<file path="config.mk">
export PLATFORM = sky130hd
export DESIGN_NAME = muldiv_unit
export DESIGN_NICKNAME = d
export VERILOG_FILES = /design/src/rtl/mips_pkg.sv /design/src/rtl/div_step.sv /design/src/rtl/muldiv_unit.sv
export SDC_FILE = /design/constraint.sdc
export NUM_CORES = 2
export LEC_CHECK = 0
export CAP_MARGIN = 15
export CORE_MARGIN = 2
export CORE_UTILIZATION = 45
export CTS_CLUSTER_DIAMETER = 200
export DETAILED_ROUTE_END_ITERATION = 16
export DONT_BUFFER_PORTS = 1
export PLACE_DENSITY_LB_ADDON = 0.3
export SLEW_MARGIN = 10
export SYNTH_ARGS = -nofsm -noshare
export SYNTH_HDL_FRONTEND = slang
export SYNTH_SLANG_ARGS = --single-unit
</file>
<file path="constraint.sdc">
create_clock -name clk -period 24.5 [get_ports clk]
set_clock_uncertainty 0.05 [all_clocks]
set_input_delay 4.9 -clock clk [delete_from_list [all_inputs] [get_ports clk]]
set_output_delay 4.9 -clock clk [all_outputs]
set_load 0.01 [all_outputs]
</file>
<file path="src/rtl/mips_pkg.sv">
// Shared encodings and constants for the EX-stage HI/LO multiply/divide unit.
package mips_pkg;

    // Operand width and number of quotient bits produced by the divider
    localparam int DIV_BITS = 32;

    // Mul/div-class operation codes carried on MdOpE; 6 and 7 are no-ops
    typedef enum logic [2:0] {
        MD_MULT  = 3'd0,
        MD_MULTU = 3'd1,
        MD_DIV   = 3'd2,
        MD_DIVU  = 3'd3,
        MD_MTHI  = 3'd4,
        MD_MTLO  = 3'd5
    } md_op_t;

    // Unit states; the divide-iteration state is MD_DIV_RUN because the
    // name MD_DIV already belongs to the opcode above
    typedef enum logic [1:0] {
        MD_IDLE    = 2'd0,
        MD_MUL     = 2'd1,
        MD_DIV_RUN = 2'd2,
        MD_FIX     = 2'd3
    } md_state_t;

endpackage

</file>
<file path="src/rtl/div_step.sv">
// One combinational restoring-division step: shift in a dividend bit,
// trial-subtract the divisor, keep the difference when it does not borrow.
module div_step
    import mips_pkg::*;
(
    input  logic [DIV_BITS:0]   rem_in,
    input  logic                dividend_bit,
    input  logic [DIV_BITS-1:0] divisor,
    output logic [DIV_BITS:0]   rem_next,
    output logic                q_bit
);
    logic [DIV_BITS:0] trial;
    logic [DIV_BITS:0] divisor_ext;

    // A set top remainder bit means the shifted value certainly exceeds the
    // divisor, so it forces a quotient 1 (never happens while rem < divisor)
    always_comb begin
        trial       = {rem_in[DIV_BITS-1:0], dividend_bit};
        divisor_ext = {1'b0, divisor};
        q_bit       = rem_in[DIV_BITS] | (trial >= divisor_ext);
        rem_next    = q_bit ? (trial - divisor_ext) : trial;
    end

endmodule

</file>
<file path="src/rtl/muldiv_unit.sv">
// EX-stage HI/LO unit: multi-cycle MULT/MULTU, 32-step iterative DIV/DIVU,
// single-cycle MTHI/MTLO, and the BusyE stall request for the hazard unit.
module muldiv_unit
    import mips_pkg::*;
#(
    parameter int MUL_LAT = 3
) (
    input  logic        clk,
    input  logic        rst,
    input  logic        StartE,
    input  logic [2:0]  MdOpE,
    input  logic [31:0] SrcAE,
    input  logic [31:0] SrcBE,
    output logic        BusyE,
    output logic [31:0] HiOut,
    output logic [31:0] LoOut
);
    localparam int W     = DIV_BITS;
    localparam int CNT_W = 5;
    localparam logic [CNT_W-1:0] MUL_CNT_INIT = CNT_W'(MUL_LAT - 1);
    localparam logic [CNT_W-1:0] DIV_CNT_INIT = CNT_W'(W - 1);

    md_state_t        state_reg, state_next;
    logic [W-1:0]     hi_reg, hi_next;
    logic [W-1:0]     lo_reg, lo_next;
    logic [CNT_W-1:0] cnt_reg, cnt_next;
    // opa: multiplicand, or dividend magnitude that shifts into the quotient
    logic [W-1:0]     opa_reg, opa_next;
    // opb: multiplier, or divisor magnitude
    logic [W-1:0]     opb_reg, opb_next;
    logic [W:0]       rem_reg, rem_next;
    logic             mul_signed_reg, mul_signed_next;
    logic             a_neg_reg, a_neg_next;
    logic             b_neg_reg, b_neg_next;
    logic             div_zero_reg, div_zero_next;

    logic [2*W-1:0]   mul_a_ext, mul_b_ext, product;
    logic [W:0]       step_rem;
    logic             step_q;

    // Low 2W bits of the extended product are correct for both signed and unsigned
    assign mul_a_ext = mul_signed_reg ? {{W{opa_reg[W-1]}}, opa_reg} : {{W{1'b0}}, opa_reg};
    assign mul_b_ext = mul_signed_reg ? {{W{opb_reg[W-1]}}, opb_reg} : {{W{1'b0}}, opb_reg};
    assign product   = mul_a_ext * mul_b_ext;

    div_step u_div_step (
        .rem_in       (rem_reg),
        .dividend_bit (opa_reg[W-1]),
        .divisor      (opb_reg),
        .rem_next     (step_rem),
        .q_bit        (step_q)
    );

    // Ops 0..3 (MdOpE[2]==0) are the multi-cycle class that must stall in the acceptance cycle
    assign BusyE = (state_reg != MD_IDLE) | (StartE & ~MdOpE[2]);
    assign HiOut = hi_reg;
    assign LoOut = lo_reg;

    // Next-state and datapath updates; starts outside IDLE are ignored
    always_comb begin
        state_next      = state_reg;
        hi_next         = hi_reg;
        lo_next         = lo_reg;
        cnt_next        = cnt_reg;
        opa_next        = opa_reg;
        opb_next        = opb_reg;
        rem_next        = rem_reg;
        mul_signed_next = mul_signed_reg;
        a_neg_next      = a_neg_reg;
        b_neg_next      = b_neg_reg;
        div_zero_next   = div_zero_reg;
        case (state_reg)
            MD_IDLE: begin
                if (StartE) begin
                    case (MdOpE)
                        MD_MULT, MD_MULTU: begin
                            opa_next        = SrcAE;
                            opb_next        = SrcBE;
                            mul_signed_next = (MdOpE == MD_MULT);
                            cnt_next        = MUL_CNT_INIT;
                            state_next      = MD_MUL;
                        end
                        MD_DIV, MD_DIVU: begin
                            a_neg_next    = (MdOpE == MD_DIV) & SrcAE[W-1];
                            b_neg_next    = (MdOpE == MD_DIV) & SrcBE[W-1];
                            opa_next      = a_neg_next ? -SrcAE : SrcAE;
                            opb_next      = b_neg_next ? -SrcBE : SrcBE;
                            div_zero_next = (SrcBE == '0);
                            rem_next      = '0;
                            cnt_next      = DIV_CNT_INIT;
                            state_next    = MD_DIV_RUN;
                        end
                        MD_MTHI: hi_next = SrcAE;
                        MD_MTLO: lo_next = SrcAE;
                        default: ;
                    endcase
                end
            end
            MD_MUL: begin
                if (cnt_reg == '0) begin
                    {hi_next, lo_next} = product;
                    state_next         = MD_IDLE;
                end else begin
                    cnt_next = cnt_reg - 1'b1;
                end
            end
            MD_DIV_RUN: begin
                rem_next = step_rem;
                opa_next = {opa_reg[W-2:0], step_q};
                if (cnt_reg == '0) begin
                    state_next = MD_FIX;
                end else begin
                    cnt_next = cnt_reg - 1'b1;
                end
            end
            MD_FIX: begin
                // Divide by zero leaves rem = |dividend|, so HI restores the raw dividend
                if (div_zero_reg) begin
                    lo_next = '1;
                end else begin
                    lo_next = (a_neg_reg ^ b_neg_reg) ? -opa_reg : opa_reg;
                end
                hi_next    = a_neg_reg ? -rem_reg[W-1:0] : rem_reg[W-1:0];
                state_next = MD_IDLE;
            end
            default: state_next = MD_IDLE;
        endcase
    end

    // State and datapath registers with synchronous reset discarding any partial result
    always_ff @(posedge clk) begin
        if (rst) begin
            state_reg      <= MD_IDLE;
            hi_reg         <= '0;
            lo_reg         <= '0;
            cnt_reg        <= '0;
            opa_reg        <= '0;
            opb_reg        <= '0;
            rem_reg        <= '0;
            mul_signed_reg <= 1'b0;
            a_neg_reg      <= 1'b0;
            b_neg_reg      <= 1'b0;
            div_zero_reg   <= 1'b0;
        end else begin
            state_reg      <= state_next;
            hi_reg         <= hi_next;
            lo_reg         <= lo_next;
            cnt_reg        <= cnt_next;
            opa_reg        <= opa_next;
            opb_reg        <= opb_next;
            rem_reg        <= rem_next;
            mul_signed_reg <= mul_signed_next;
            a_neg_reg      <= a_neg_next;
            b_neg_reg      <= b_neg_next;
            div_zero_reg   <= div_zero_next;
        end
    end

endmodule

</file>
==> reports/metrics.csv <==
metric,value,unit
status,"complete, no violations",
viasPerCell,5.52,
stdcell_area,0.0617,mm²
final_nets,8331,
synth.distinct_cells,78,
synth_area,0.0595,mm²
largest_reg_flops,33,
place_area,0.0610,mm²
synth.avg_cell_area,8.81,µm²
fin_crit_sh,42.0,%
worstSetupStartpointType,flop,
cts_tree,yes,
fmax,97.1,MHz
ir_drop,0.0791,mV
cpMostUsedCell,fa_1,
yosys.area.top_type_share,47.8,%
grt_overflow,0,
dp_hpwl,157000,µm
hold_class,reg -> reg,
worstSetupPathType,reg -> reg,
antenna_left,0,
drt-pass1-iter-count,6,
synthTopCellsByArea,"fa_1 (48%), inv_1 (10%), ha_1 (7.4%), dfxtp_1 (5.8%), and2_1 (4.9%)",
synth_largest_area_cell,fa_1,
powerDensity,49.9,mW/mm²
relSlewSlack,18.1,%
cts_resized,0,
slowest_stage,dfxtp_1,
place_worst_setup_slack,14.21,ns
worst_pin_slew,1.23,ns
chipWidth,368,µm
cts_buffers,17,
synth-edff-count,0,
clkSinkCount,172,
wl,194000,µm
slowest_delay,0.81,ns
drc,0,
grt_pass1_vias,48906,
fin_crit,10.29,ns
syn_inst,6746,
ys_seq_area_share,5.79,%
clk_pin_slew,0.09,ns
post_drt_wl_per_cell,23.5,µm
cts.htree.levels,4,
post_cts_buffers,0,
synth_ff_type,dfxtp_1,
first_iter_violations,4273,
drive_gt1_share,2.58,%
async_reset_ff_share,0,%
fin_setup_tns,0,ns
drv_slew,0,
power_leakage,0.0309,µW
grt_use_total,29.7,%
dieArea,0.135,mm²
clockBufferDepth,2,
gp_congestion,0.972,
vias,45601,
grt_pass1_wl,302000,µm
initial_core_util,45.3,%
rsz0062_at_grt,false,
ys_top_cells_by_count,"inv_1 (1,595), fa_1 (1,420), nand2_1 (733)",
syn_nets,8587,
crit_fanout,15,
hold_viol,0,
clk_latency,0.53,ns
required,24.88,ns
setup_viol,0,
cts_hold_buf,0,
yosys_warnings,0,
die_h,368,µm
synth-seq-cells,172,
synth_most_common_cell,inv_1,
core-area,0.131,mm²
drv_cap,0,
antenna_found_initial,3,
synthToLayoutAreaGrowth,3.68,%
ctsRootBufferMaster,clkbuf_16,
grt_max_degree,149,
portBuffers,0,
io_pins,135,
rows,133,
cp-end-kind,flop,
critical_path_arrival,10.67,ns
setup_ws,14.21,ns
p_total,3080,µW
[through the flow]
step | cells | util, % | hold slack (ns)
floorplan | 6746 | - | 0.377
global placement | 8226 | 46.5 | 0.389
detailed placement | 8226 | 46.5 | 0.393
CTS | 8258 | 47.0 | 0.405
global route | 8258 | 47.0 | 0.431
finish | 8259 | 47.0 | 0.407
[worst paths after layout]
path               start  slack (ns)  cells past startpoint          end
min reg2reg  opa_reg[22]        0.41                      2  opa_reg[22]
max          opa_reg[30]       14.21                     30    HiOut[25]
min          opa_reg[22]        0.41                      2  opa_reg[22]
max reg2reg  opa_reg[30]       14.21                     30    HiOut[25]
[worst max-delay path: cells and delay by family, from the launching register on]
| family | cells | cell delay (ns) |
|---|---|---|
| fa+ha+maj | 11 | 5.14 |
| simple gates | 4 | 0.82 |
| compound gates | 7 | 1.91 |
| flops | 1 | 0.81 |
| buf+inv | 8 | 1.47 |
[where the power goes]
group / switching, µW / total, µW / leakage (µW) / internal (µW)
sequential: 93.2 / 432 / 0.00140 / 339
combinational: 1600 / 2350 / 0.0292 / 744
clock: 160 / 299 / 0.000295 / 139
total: 1850 / 3080 / 0.0309 / 1220
[area by class of cell]
cell class | instances | area (µm²)
well taps | 1755 | 2200
multi-input cells | 4611 | 48700
clock buffers | 17 | 425
flip-flops and latches | 172 | 3450
clock inverters | 15 | 195
repair buffers | 91 | 683
diodes | 1 | 2.50
fillers | 12765 | 69600
inverters | 1597 | 5990
[cell usage in the layout (no fill, tap or decap), drive strengths merged, types with 78 or more instances in the layout]
| master | n |
|---|---|
| inv | 1602 |
| fa | 1420 |
| nand2 | 733 |
| and2 | 461 |
| nor2 | 359 |
| ha | 351 |
| a21oi | 234 |
| xnor2 | 176 |
| dfxtp | 172 |
| o21ai | 157 |
| buf | 91 |
| nor3 | 78 |
[cells by family after synthesis]
group | after synthesis | share of synthesized area [%]
flops | 172 | 5.79
xor+xnor | 247 | 3.64
fa+ha+maj | 1773 | 55.2
mux | 8 | 0.139
simple gates | 1833 | 14.6
compound gates | 750 | 8.20
buf+inv | 1963 | 12.4
[per-layer routing]
| layer | GRT usage [%] | vias up | share of wire, % |
|---|---|---|---|
| li1 | - | 19665 | - |
| met4 | 12.2 | 0 | 4.8 |
| met2 | 47.0 | 1939 | 46 |
| met3 | 7.68 | 416 | 9.8 |
| met5 | 0 | - | 0 |
| met1 | 38.9 | 23581 | 39 |
No activity file was read; power rests on OpenSTA's default activity.
